$ cat src/rtl/serial_tx_pkg.sv
//==============================================================================
// Module   : serial_tx_pkg
// Purpose  : State type and encodings shared by the serial word transmitter.
// Revision : 1.0 - initial release
//==============================================================================
`default_nettype none

package serial_tx_pkg;

    localparam logic [1:0] C_ST_IDLE   = 2'd0;
    localparam logic [1:0] C_ST_SEND   = 2'd1;
    localparam logic [1:0] C_ST_PARITY = 2'd2;
    localparam logic [1:0] C_ST_DONE   = 2'd3;

    typedef enum logic [1:0] {
        IDLE   = C_ST_IDLE,
        SEND   = C_ST_SEND,
        PARITY = C_ST_PARITY,
        DONE   = C_ST_DONE
    } tx_state_t;

endpackage

`default_nettype wire

$ cat src/rtl/ShiftRegister_PIPO.sv
//==============================================================================
// Module   : ShiftRegister_PIPO
// Purpose  : Parallel-load shift register; shifts left or right by one when en.
// Revision : 1.0 - initial release
//==============================================================================
`default_nettype none

module ShiftRegister_PIPO #(
    parameter int WIDTH = 8
) (
    input  logic             clock,
    input  logic             reset,
    input  logic             load,
    input  logic             en,
    input  logic             left,
    input  logic [WIDTH-1:0] D,
    output logic [WIDTH-1:0] Q
);

    logic [WIDTH-1:0] r_q;

    always_ff @(posedge clock) begin
        if (reset) begin
            r_q <= '0;
        end else if (load) begin
            r_q <= D;
        end else if (en) begin
            r_q <= left ? {r_q[WIDTH-2:0], 1'b0} : {1'b0, r_q[WIDTH-1:1]};
        end
    end

    assign Q = r_q;

endmodule

`default_nettype wire

$ cat src/rtl/serial_word_tx.sv
//==============================================================================
// Module   : serial_word_tx
// Purpose  : Parallel-to-serial word transmitter with load/ready handshake.
//            Optional even-parity trailer bit when SERIAL_TX_PARITY_EN is defined.
// Revision : 1.0 - initial release
//==============================================================================
`default_nettype none

module serial_word_tx #(
    parameter int WIDTH = 8
) (
    input  logic             clock,
    input  logic             reset,
    input  logic [WIDTH-1:0] data,
    input  logic             load,
    input  logic             left,
    output logic             ready,
    output logic             serial,
    output logic             en,
    output logic             done
);

    import serial_tx_pkg::*;

    localparam int               CW     = $clog2(WIDTH);
    localparam logic [CW-1:0]    C_LAST = CW'(WIDTH - 1);
    localparam logic [WIDTH-1:0] C_MSB  = {1'b1, {(WIDTH-1){1'b0}}};
    localparam logic [WIDTH-1:0] C_LSB  = {{(WIDTH-1){1'b0}}, 1'b1};

    tx_state_t        r_state;
    logic [CW-1:0]    r_cnt;
    logic             r_left;
    logic             r_ready;
    logic             r_en;
    logic             r_done;
    logic             w_accept;
    logic             w_bit;
    logic [WIDTH-1:0] w_q;
`ifdef SERIAL_TX_PARITY_EN
    logic             r_parity;
`endif

    // Reset beats a simultaneous load so the word is never captured.
    assign w_accept = load & r_ready & ~reset;

    ShiftRegister_PIPO #(
        .WIDTH (WIDTH)
    ) u_shreg (
        .clock (clock),
        .reset (reset),
        .load  (w_accept),
        .en    (r_state == SEND),
        .left  (r_left),
        .D     (data),
        .Q     (w_q)
    );

    // Masked reduction selects the outgoing end of the register.
    assign w_bit = |(w_q & (r_left ? C_MSB : C_LSB));

    always_ff @(posedge clock) begin
        if (reset) begin
            r_state  <= IDLE;
            r_cnt    <= '0;
            r_left   <= 1'b0;
            r_ready  <= 1'b1;
            r_en     <= 1'b0;
            r_done   <= 1'b0;
`ifdef SERIAL_TX_PARITY_EN
            r_parity <= 1'b0;
`endif
        end else begin
            case (r_state)
                IDLE: begin
                    if (w_accept) begin
                        r_state  <= SEND;
                        r_cnt    <= '0;
                        r_left   <= left;
                        r_ready  <= 1'b0;
                        r_en     <= 1'b1;
`ifdef SERIAL_TX_PARITY_EN
                        r_parity <= ^data;
`endif
                    end
                end
                SEND: begin
                    if (r_cnt == C_LAST) begin
`ifdef SERIAL_TX_PARITY_EN
                        r_state <= PARITY;
`else
                        r_state <= DONE;
                        r_en    <= 1'b0;
                        r_done  <= 1'b1;
`endif
                    end else begin
                        r_cnt <= r_cnt + 1'b1;
                    end
                end
`ifdef SERIAL_TX_PARITY_EN
                PARITY: begin
                    r_state <= DONE;
                    r_en    <= 1'b0;
                    r_done  <= 1'b1;
                end
`endif
                DONE: begin
                    r_state <= IDLE;
                    r_done  <= 1'b0;
                    r_ready <= 1'b1;
                end
                default: begin
                    r_state <= IDLE;
                    r_en    <= 1'b0;
                    r_done  <= 1'b0;
                    r_ready <= 1'b1;
                end
            endcase
        end
    end

    assign ready = r_ready;
    assign en    = r_en;
    assign done  = r_done;
`ifdef SERIAL_TX_PARITY_EN
    assign serial = r_en & ((r_state == PARITY) ? r_parity : w_bit);
`else
    assign serial = r_en & w_bit;
`endif

endmodule

`default_nettype wire

$ cat config.mk
export PLATFORM = sky130hd
export DESIGN_NAME = serial_word_tx
export DESIGN_NICKNAME = d
export VERILOG_FILES = /design/src/rtl/serial_tx_pkg.sv /design/src/rtl/ShiftRegister_PIPO.sv /design/src/rtl/serial_word_tx.sv
export SDC_FILE = /design/constraint.sdc
export NUM_CORES = 1
export LEC_CHECK = 0
export ABC_AREA = 1
export BUFFER_PORTS_ARGS = -buffer_cell sky130_fd_sc_hd__buf_2
export CAP_MARGIN = 0
export CORE_AREA = 2 2 54 56
export CTS_CLUSTER_DIAMETER = 40
export CTS_CLUSTER_SIZE = 28
export DETAILED_ROUTE_END_ITERATION = 8
export DIE_AREA = 0 0 56 58
export GPL_ROUTABILITY_DRIVEN = 0
export PLACE_DENSITY = 0.64
export SYNTH_ARGS = -nofsm -noshare
export SYNTH_HDL_FRONTEND = slang
export SYNTH_SLANG_ARGS = --single-unit
$ cat constraint.sdc
create_clock -name clock -period 2.7 [get_ports clock]
set_input_delay 0.405 -clock clock [delete_from_list [all_inputs] [get_ports clock]]
set_output_delay 0.405 -clock clock [all_outputs]
set_load 0.05 [all_outputs]
==> qor.yml <==
outcome:
  status: "finished clean"
layout:
  utilization_pct: 39.4
  diodes: 0
  fin_nets: 169
  area_growth_pct: 12.0
  drive_gt1_share_pct: 20.1
  stdcell_area_sq_um: 1050
sta:
  finalCritPeriodShare_pct: 66.6
  setup_viol: 0
  rsz0062_at_grt: "false"
  clock_skew_ns: 0.00577
  finalSetupTns_ns: 0
  whs_ns: 0.389
  hold_viol_final: 0
  drv_slew: 0
  slew_headroom_pct: 78.5
  worstMarginPinSlew_ns: 0.321
  fin_crit_ns: 1.80
  fmax_mhz: 556
placement:
  port_buffers: 15
  hpwl_microns: 1500
  placed_cell_area_sq_um: 1020
die:
  die_area_sq_um: 3250
  start_util_pct: 35.2
  io_pins: 16
  fp.coreArea_sq_um: 2660
  fp.dieW_microns: 56
  core.rowCount: 19
  die_h_microns: 58
yosys:
  mappedNetlistNets: 152
  syn_area_per_cell_sq_um: 6.79
  yosys_warnings: 0
  synth_cells: 138
  ys.flop_type: "dfxtp_1"
  netlist_area_sq_um: 937
  synth_top_area_share_pct: 36.3
  seq_area_frac_synth_pct: 36.3
  synth_cell_type_count: 19
  synth.area.top_cells: "dfxtp_1 (36%), nand2_1 (15%), nor2_1 (8.4%)"
  ys_ff_latch: 17
  synthMostInstantiatedCell: "nand2_1"
  yosysTopAreaCell: "dfxtp_1"
  ys_top_cells_by_count: "nand2_1 (38), nor2_1 (21), dfxtp_1 (17)"
  synth_edf_count: 0
  synth-async-reset-ratio_pct: 0
pwr:
  totalPowerFinal_mw: 0.575
  p_leak_nw: 0.557
  pwr-share-clk_pct: 24.4
  p_comb_share_pct: 24.4
  p_seq_share_pct: 51.2
  p_sw_mw: 0.196
  irDropWorstVdd_mv: 0.347
  p_int_mw: 0.379
  p_per_area_nw_per_um2: 548
  switching_share_pct: 34.1
routing:
  drc: 0
  wl_per_cell_microns: 10.6
  drt-pass1-iter-count: 4
  finalWirelength_microns: 1970
  drtIter0Drc: 25
  viasPerCell: 4.90
  drt.antenna.violating_nets: 0
  via_count: 907
worst_hold_path:
  min_from: "left"
  hold_path_depth: 3
  hold_class: "in2reg"
  min_to: "r_left$_SDFFE_PP0P_"
critical_path:
  r2r_cells: 8
  critPathLaunchType: "flop"
  r2r_start: "r_cnt[0]$_SDFFE_PP0P_"
  end_kind: "output pin"
  crit_fanout: 11
  required_ns: 2.30
  critical_path_class: "reg2out"
  r2r-end: "r_cnt[1]$_SDFFE_PP0P_"
  reg2reg_slack_ns: 1.41
  cp_data_arrival_time_ns: 1.39
grt:
  overflow: 0
  grt_max_degree: 13
  grt_pass1_wl_microns: 3590
  grt_pass1_vias: 877
  globalRouteTotalUtil_pct: 13.8
  grt_antenna_before_repair: 0
clocking:
  htreeDepth: 1
  cts_buffers: 3
  cts.clk_slew.worst_paths_ns: 0.10
  postCtsHoldBufs: 0
  worstSkewPairLatency_ns: 0.30
  clock_sink_count: 17
  post_cts_buffers: 0
  cts_tree: "done"
  clockBufferDepth: 2
  cts-resized-gates: 0
  cts.root.buffer_cell: "clkbuf_4"
flow_run:
  drv_cap: 0
flip-flops by register name, indices dropped and copies added (netlist names):
name	flops
u_shreg.Q	8
en	1
r_left	1
ready	1
r_state	2
done	1
r_cnt	3
cells by family (layout without fill, tap and decap cells):
family,Yosys count,after routing,share of synthesized area [%]
AOI/OAI and AO/OA,16,16,9.88
adders and majority gates,2,2,2.67
buffers and inverters,21,37,10.4
DFF,17,17,36.3
and+or+nand+nor,82,82,40.7
worst max path at each step:
stage,start,endpoint,slack (ns),depth (start not counted)
final,r_left$_SDFFE_PP0P_,serial,0.90,4
after global routing,r_left$_SDFFE_PP0P_,serial,0.78,4
after CTS,r_left$_SDFFE_PP0P_,serial,0.89,4
after detailed placement,r_left$_SDFFE_PP0P_,serial,1.23,4
after floorplan,en$_SDFFE_PP0P_,serial,0.84,2
after global placement,r_left$_SDFFE_PP0P_,serial,1.24,4
placed cells by master (no fill, tap or decap), drive strengths merged:
cell / instances
a21oi: 5
buf: 15
clkbuf: 4
dfxtp: 17
ha: 2
inv: 18
nand2: 44
nand3: 14
nor2: 22
nor3: 2
o211ai: 1
o21ai: 6
o21bai: 4
worst max-delay path, cell delays in order, from the launching register on:
cell and delay (ns):
dfxtp_1 0.51, inv_1 0.20, nor2_1 0.12, nor2_1 0.05, buf_2 0.20
per-layer routing:
| metal | track usage [%] | part of all wire (%) | vias up |
|---|---|---|---|
| met5 | 0 | 0 | - |
| li1 | - | - | 465 |
| met2 | 22.4 | 47 | 23 |
| met1 | 17.3 | 47 | 413 |
| met3 | 3.79 | 4.4 | 6 |
| met4 | 6.12 | 2.1 | 0 |
through the flow:
step / std cells / worst slack (ns)
floorplan: 138 / 0.839
global placement: 181 / 1.24
detailed placement: 181 / 1.23
CTS: 185 / 0.893
global route: 185 / 0.780
finish: 185 / 0.901
power by group through the flow:
stage / combinational (mW) / sequential, mW / clock (mW)
6_report: 0.140 / 0.295 / 0.140
5_1_grt: 0.160 / 0.298 / 0.158
4_1_cts: 0.141 / 0.295 / 0.147
3_5_place_dp: 0.140 / 0.300 / 0
3_3_place_gp: 0.139 / 0.300 / 0
2_1_floorplan: 0.103 / 0.306 / 0
area by class of cell:
class | count | area, sq um
fill | 300 | 1610
sequential | 17 | 340
inverter | 18 | 70.1
tap | 31 | 38.8
multi-input combinational | 100 | 499
clock buffer | 4 | 26.3
timing repair buffer | 15 | 75.1
No activity file was read; power rests on OpenSTA's default activity.
